File: src/rtl/fdiv_seq.sv
// Iterative IEEE-754 single-precision divider: restoring radix-2, one quotient bit per clock.
// Shares rounding-mode encoding and overflow/NaN policy with the fmul unit.
`timescale 1ns/1ps
module fdiv_seq #(
    parameter int QBITS = 27
) (
    input  logic        clk,
    input  logic        rst,
    input  logic        start,
    input  logic [31:0] a,
    input  logic [31:0] b,
    input  logic [1:0]  rm,
    output logic        busy,
    output logic        ready,
    output logic [31:0] s,
    output logic        dz
);

    localparam int CW = $clog2(QBITS);

    typedef enum logic [1:0] {
        ST_IDLE  = 2'd0,
        ST_PREP  = 2'd1,
        ST_DIV   = 2'd2,
        ST_ROUND = 2'd3
    } state_t;

    // Leading-zero count of a 24-bit mantissa (24 when zero).
    function automatic logic [4:0] lzc24(input logic [23:0] m);
        logic [4:0] n;
        n = 5'd24;
        for (int i = 0; i < 24; i++) begin
            n = m[i] ? 5'(23 - i) : n;
        end
        return n;
    endfunction

    state_t            state_r, state_nx_s;
    logic [31:0]       a_r, b_r;
    logic [1:0]        rm_r;
    logic [CW-1:0]     cnt_r;
    logic              sign_r;
    logic signed [9:0] exp_r;
    logic [23:0]       mb_r;
    logic [25:0]       rem_r;
    logic [QBITS-1:0]  quo_r;
    logic              spec_r, spec_dz_r;
    logic [31:0]       spec_val_r;
    logic              busy_r, ready_r, dz_r;
    logic [31:0]       s_r;

    // operand classification and normalisation (PREP)
    logic [7:0]        ea_s, eb_s, ea_max_s, eb_max_s;
    logic [22:0]       fa_s, fb_s;
    logic              a_zero_s, b_zero_s, a_inf_s, b_inf_s, a_nan_s, b_nan_s, sign_s;
    logic [23:0]       ma_s, mb_s, ma_n_s, mb_n_s;
    logic [4:0]        lza_s, lzb_s;
    logic signed [9:0] ea_eff_s, eb_eff_s, exp_prep_s;

    assign ea_s     = a_r[30:23];
    assign eb_s     = b_r[30:23];
    assign fa_s     = a_r[22:0];
    assign fb_s     = b_r[22:0];
    assign sign_s   = a_r[31] ^ b_r[31];
    assign a_zero_s = (ea_s == 8'd0)   && (fa_s == 23'd0);
    assign b_zero_s = (eb_s == 8'd0)   && (fb_s == 23'd0);
    assign a_inf_s  = (ea_s == 8'hff)  && (fa_s == 23'd0);
    assign b_inf_s  = (eb_s == 8'hff)  && (fb_s == 23'd0);
    assign a_nan_s  = (ea_s == 8'hff)  && (fa_s != 23'd0);
    assign b_nan_s  = (eb_s == 8'hff)  && (fb_s != 23'd0);
    assign ma_s     = {ea_s != 8'd0, fa_s};
    assign mb_s     = {eb_s != 8'd0, fb_s};
    assign lza_s    = lzc24(ma_s);
    assign lzb_s    = lzc24(mb_s);
    assign ma_n_s   = ma_s << lza_s;
    assign mb_n_s   = mb_s << lzb_s;
    assign ea_max_s = (ea_s == 8'd0) ? 8'd1 : ea_s;
    assign eb_max_s = (eb_s == 8'd0) ? 8'd1 : eb_s;
    assign ea_eff_s = $signed({2'b00, ea_max_s}) - $signed({5'b00000, lza_s});
    assign eb_eff_s = $signed({2'b00, eb_max_s}) - $signed({5'b00000, lzb_s});
    assign exp_prep_s = ea_eff_s - eb_eff_s + 10'sd127;

    logic        spec_s, spec_dz_s;
    logic [31:0] spec_val_s;
    logic [21:0] nan_frac_s;

    // special-operand result, overriding the datapath when set
    always_comb begin
        spec_s     = 1'b1;
        spec_dz_s  = 1'b0;
        spec_val_s = 32'd0;
        if (a_nan_s && (!b_nan_s || (fa_s >= fb_s))) begin
            nan_frac_s = fa_s[21:0];
        end else begin
            nan_frac_s = fb_s[21:0];
        end
        if (a_nan_s || b_nan_s) begin
            spec_val_s = {sign_s, 8'hff, 1'b1, nan_frac_s};
        end else if ((a_inf_s && b_inf_s) || (a_zero_s && b_zero_s)) begin
            spec_val_s = {sign_s, 31'h7fc0_0000};
        end else if (a_inf_s) begin
            spec_val_s = {sign_s, 8'hff, 23'd0};
        end else if (b_zero_s) begin
            spec_val_s = {sign_s, 8'hff, 23'd0};
            spec_dz_s  = 1'b1;
        end else if (a_zero_s || b_inf_s) begin
            spec_val_s = {sign_s, 31'd0};
        end else begin
            spec_s     = 1'b0;
            spec_val_s = 32'd0;
        end
    end

    // one restoring step: trial subtract, keep on non-negative
    logic [26:0] diff_s;
    logic [25:0] rem_nx_s;
    logic        qbit_s;

    always_comb begin
        diff_s = {1'b0, rem_r} - {3'b000, mb_r};
        if (diff_s[26]) begin
            rem_nx_s = rem_r << 1;
            qbit_s   = 1'b0;
        end else begin
            rem_nx_s = diff_s[25:0] << 1;
            qbit_s   = 1'b1;
        end
    end

    logic [QBITS-1:0]  qn_s;
    logic signed [9:0] e1_s, e2_s, sh_s, expo_s;
    logic [25:0]       x_s, x2_s;
    logic              st_s, st2_s, inc_s, ovf_s;
    logic [4:0]        sh5_s;
    logic [57:0]       wide_s;
    logic [24:0]       m25_s;
    logic [22:0]       frac_s;
    logic [31:0]       res_s;

    // normalise quotient, denormalise, round and pack (ROUND)
    always_comb begin
        if (quo_r[QBITS-1]) begin
            qn_s = quo_r;
            e1_s = exp_r;
        end else begin
            qn_s = quo_r << 1;
            e1_s = exp_r - 10'sd1;
        end
        x_s    = qn_s[QBITS-1 -: 26];
        st_s   = (|qn_s[QBITS-27:0]) | (|rem_r);
        sh_s   = 10'sd1 - e1_s;
        sh5_s  = (sh_s > 10'sd31) ? 5'd31 : sh_s[4:0];
        wide_s = {x_s, 32'd0} >> sh5_s;
        if (e1_s <= 10'sd0) begin
            x2_s  = wide_s[57:32];
            st2_s = st_s | (|wide_s[31:0]);
            e2_s  = 10'sd0;
        end else begin
            x2_s  = x_s;
            st2_s = st_s;
            e2_s  = e1_s;
        end
        // x2_s = {24-bit mantissa, guard, round}
        case (rm_r)
            2'b00:   inc_s = x2_s[1] & (x2_s[0] | st2_s | x2_s[2]);
            2'b01:   inc_s = (x2_s[1] | x2_s[0] | st2_s) & sign_r;
            2'b10:   inc_s = (x2_s[1] | x2_s[0] | st2_s) & ~sign_r;
            default: inc_s = 1'b0;
        endcase
        m25_s = {1'b0, x2_s[25:2]} + 25'(inc_s);
        if (e2_s == 10'sd0) begin
            expo_s = $signed({9'd0, m25_s[23]});
            frac_s = m25_s[22:0];
        end else if (m25_s[24]) begin
            expo_s = e2_s + 10'sd1;
            frac_s = m25_s[23:1];
        end else begin
            expo_s = e2_s;
            frac_s = m25_s[22:0];
        end
        ovf_s = (e1_s >= 10'sd255) || (expo_s >= 10'sd255);
        if (spec_r) begin
            res_s = spec_val_r;
        end else if (ovf_s) begin
            case (rm_r)
                2'b00:   res_s = {sign_r, 8'hff, 23'd0};
                2'b01:   res_s = sign_r ? {1'b1, 8'hff, 23'd0} : {1'b0, 31'h7f7f_ffff};
                2'b10:   res_s = sign_r ? {1'b1, 31'h7f7f_ffff} : {1'b0, 8'hff, 23'd0};
                default: res_s = {sign_r, 31'h7f7f_ffff};
            endcase
        end else begin
            res_s = {sign_r, expo_s[7:0], frac_s};
        end
    end

    // next-state logic
    always_comb begin
        state_nx_s = state_r;
        case (state_r)
            ST_IDLE: begin
                if (start) begin
                    state_nx_s = ST_PREP;
                end else begin
                    state_nx_s = ST_IDLE;
                end
            end
            ST_PREP: state_nx_s = ST_DIV;
            ST_DIV: begin
                if (cnt_r == '0) begin
                    state_nx_s = ST_ROUND;
                end else begin
                    state_nx_s = ST_DIV;
                end
            end
            ST_ROUND: state_nx_s = ST_IDLE;
            default:  state_nx_s = ST_IDLE;
        endcase
    end

    // state register
    always_ff @(posedge clk) begin
        if (rst) begin
            state_r <= ST_IDLE;
        end else begin
            state_r <= state_nx_s;
        end
    end

    // operand capture and iteration datapath
    always_ff @(posedge clk) begin
        if (rst) begin
            a_r        <= 32'd0;
            b_r        <= 32'd0;
            rm_r       <= 2'b00;
            cnt_r      <= '0;
            sign_r     <= 1'b0;
            exp_r      <= 10'sd0;
            mb_r       <= 24'd0;
            rem_r      <= 26'd0;
            quo_r      <= '0;
            spec_r     <= 1'b0;
            spec_dz_r  <= 1'b0;
            spec_val_r <= 32'd0;
        end else begin
            case (state_r)
                ST_IDLE: begin
                    if (start) begin
                        a_r  <= a;
                        b_r  <= b;
                        rm_r <= rm;
                    end
                end
                ST_PREP: begin
                    sign_r     <= sign_s;
                    exp_r      <= exp_prep_s;
                    mb_r       <= mb_n_s;
                    rem_r      <= {2'b00, ma_n_s};
                    quo_r      <= '0;
                    cnt_r      <= CW'(QBITS - 1);
                    spec_r     <= spec_s;
                    spec_dz_r  <= spec_dz_s;
                    spec_val_r <= spec_val_s;
                end
                ST_DIV: begin
                    rem_r <= rem_nx_s;
                    quo_r <= {quo_r[QBITS-2:0], qbit_s};
                    cnt_r <= cnt_r - 1'b1;
                end
                default: begin
                    cnt_r <= cnt_r;
                end
            endcase
        end
    end

    // registered outputs; s/dz update only as ready is raised
    always_ff @(posedge clk) begin
        if (rst) begin
            busy_r  <= 1'b0;
            ready_r <= 1'b0;
            s_r     <= 32'd0;
            dz_r    <= 1'b0;
        end else begin
            busy_r  <= (state_nx_s != ST_IDLE);
            ready_r <= (state_r == ST_ROUND);
            if (state_r == ST_ROUND) begin
                s_r  <= res_s;
                dz_r <= spec_r & spec_dz_r;
            end
        end
    end

    assign busy  = busy_r;
    assign ready = ready_r;
    assign s     = s_r;
    assign dz    = dz_r;

endmodule

File: config.mk
export PLATFORM = sky130hd
export DESIGN_NAME = fdiv_seq
export DESIGN_NICKNAME = d
export VERILOG_FILES = /design/src/rtl/fdiv_seq.sv
export SDC_FILE = /design/constraint.sdc
export NUM_CORES = 1
export LEC_CHECK = 0
export CORE_MARGIN = 1
export CORE_UTILIZATION = 35
export CTS_CLUSTER_DIAMETER = 120
export CTS_CLUSTER_SIZE = 14
export DETAILED_ROUTE_END_ITERATION = 8
export GPL_TIMING_DRIVEN = 1
export MAX_ROUTING_LAYER = met4
export SLEW_MARGIN = 20
export SYNTH_ARGS = -nofsm -noshare
export SYNTH_HDL_FRONTEND = slang
export SYNTH_SLANG_ARGS = --single-unit
File: constraint.sdc
create_clock -name clk -period 11.6 [get_ports clk]
set_input_delay 2.32 -clock clk [delete_from_list [all_inputs] [get_ports clk]]
set_output_delay 2.32 -clock clk [all_outputs]
set_load 0.01 [all_outputs]
==> reports/metrics.cfg <==
[outcome]
status=finished, final reports clean

[synthesis]
yosysSeqAreaShare=0.2530
synth_compound_area_frac=0.2409
synth-edff-count=0
synth.area.mux_share=0.1258
synthesis.instances=2361
yosysWarnings=0
yosysTopAreaCellShare=0.2530
synth-simple-area-share=0.2134
syn-cell-area_sq_um=17640
synth_flop_cell=dfxtp_1
synth_seq_cells=223
synth_top_area_cell=dfxtp_1
synth_area_leaders=dfxtp_1, mux2i_1, nand2_1
synth_top_family_by_area=compound AO/OA/AOI/OAI gates
synth.distinct_cells=97
synth-adder-area-share=0.06907
synthXorXnorAreaFrac=0.03822
syn_area_per_cell_sq_um=7.473
synth_nets=2525
ys_async_sr_fraction=0

[routing]
wl_um=66500
firstDrtPassIters=8
post_drt_wl_per_cell_um=21.99
drtIter0Drc=1565
vias=17730
drc=0
avgViaCountPerCell=5.863
antenna_left=0

[floorplanning]
die_w_um=226.5
rows=81
die-area_sq_um=51310
core-area_sq_um=49360
fp.dieH_um=226.5
pin_count=104
initial_core_util=0.3575

[placed_design]
portBuffers=103
gp_congestion=0.9790
dpl_cell_area_sq_um=19210
dpl.hpwl_um=51790

[timing]
hold_viol_final=0
fin_crit_ps=8676
rsz0062_at_grt=false
timing.final.setup_violations=0
finalHoldWorstSlack_ps=445.1
finalClockSkew_ps=22.63
relSlewSlack=0.2479
setup_tns_ps=0
slew_viol_final=0
period_share=0.7479
worst-slew-pin-transition_ps=1128
max_freq_mhz=115.3

[clock_network]
insertion_delay_ps=530
ctsResizeCount=0
cts_hold_buf=0
cts_tree=done
clk_pin_slew_ps=70
cts_num_sinks=223
root_buffer=clkbuf_16
numCtsBuffers=20
cts_max_level=1
cts_buffer_depth=3
post_cts_buffers=0

[critical_path]
cp_max_fo=20
path_common_cell=ha_1
r2r_cells=29
required_ps=12020
slowest_stage=o221ai_1
crit_path_max_incr_delay_ps=660
arrival_ps=9090
critical_path_class=reg -> reg
cp-end-kind=register
crit_path_start_kind=register

[grt]
grt_pass1_wl_um=102000
grt_pass1_vias=16690
gr-usage-all-layers=0.2651
grt-ovfl-total=0
grt_max_degree=93
antenna_found_initial=0

[power]
peakVddDrop_mv=0.2734
finalPower_mw=5.720
power.density_nw_per_um2=288.6
p_leak_nw=7.728

[final_layout]
final_util=0.4015
areaGrowthSynthToFinish_pct=12.32
finalNetCount=2522
layout_common_cells=nand2_1, a21oi_1, dfxtp_1
final_common_cell=nand2_1
finalInstanceArea_sq_um=19820
drive_gt1_frac=0.06062

[min_path]
whs_path_depth=2
hold_class=reg -> reg

[job]
maxCapViolCount=0

[Yosys cell counts, drive strengths merged (19+ instances only)]
library cell,number
xnor2,56
a21o,21
nor2,178
a21oi,224
inv,103
mux2i,173
o21ai,137
a211oi,32
nand3,79
dfxtp,223
a31oi,24
nor2b,19
nor3,66
nand2,349
clkbuf,125
nor4,29
xor2,21
ha,91
buf,37
mux2,39
[worst max-delay path: cells and delay by family (launching register included)]
family	cells	cell delay [ps]
compound gates	11	3100
fa+ha+maj	4	1160
buf+inv	4	1030
flops	1	600
mux	5	1480
simple gates	5	1170
[path summary, 6_finish.rpt]
path                              start                 to  slack (ps)
setup / recovery  exp_r[0]$_SDFFE_PP0N_  s[6]$_SDFFE_PP0P_        2920
hold / removal        s[4]$_SDFFE_PP0P_  s[4]$_SDFFE_PP0P_         450
setup reg to reg  exp_r[0]$_SDFFE_PP0N_  s[6]$_SDFFE_PP0P_        2920
hold reg to reg       s[4]$_SDFFE_PP0P_  s[4]$_SDFFE_PP0P_         450
[kinds of logic (layout without fill, tap and decap cells)]
family | Yosys count | in the layout
flops | 223 | 223
xor+xnor | 77 | 77
buf+inv | 270 | 268
simple gates | 824 | 824
other cells | 0 | 1
mux | 214 | 214
fa+ha+maj | 95 | 95
compound gates | 658 | 658
[sequential cells by signal, summed over array words and instances, names as in the netlist, 2 cells and up]
signal and cells:
b_r 32, s 32, mb_r 24, rem_r 26, quo_r 27, state_r 2
exp_r 10, a_r 32, cnt_r 5, spec_val_r 25, rm_r 2
[routing by layer]
| layer | vias up | global-route usage | routed length (um) |
|---|---|---|---|
| li1 | 8519 | - | - |
| met1 | 8430 | 0.3312 | 28510 |
| met2 | 642 | 0.4410 | 31480 |
| met3 | 138 | 0.03045 | 3838 |
| met4 | 0 | 0.09176 | 2660 |
| met5 | - | - | 0 |
[per-stage QoR]
stage	setup WS, ps	cells
final	2924	3024
after global routing	2327	3023
after CTS	3072	3022
after detailed placement	3099	2999
after global placement	3061	2998
after floorplan	4345	2361
[power breakdown]
part | switching, mW | leakage (nW) | internal (mW)
registers | 0.101 | 1.81 | 0.825
logic | 2.72 | 5.63 | 1.43
clock network | 0.299 | 0.280 | 0.344
total | 3.12 | 7.73 | 2.60
[area by class of cell]
type                    count  area [sq um]
multi-input cells        1868         12250
flip-flops and latches    223          4466
inverters                 108         405.4
well taps                 664         830.8
fillers                  5139         29540
repair buffers            137          1291
diodes                      1         2.502
clock inverters             2         46.29
clock buffers              21         525.5
Power figures use the tool's default switching activity.
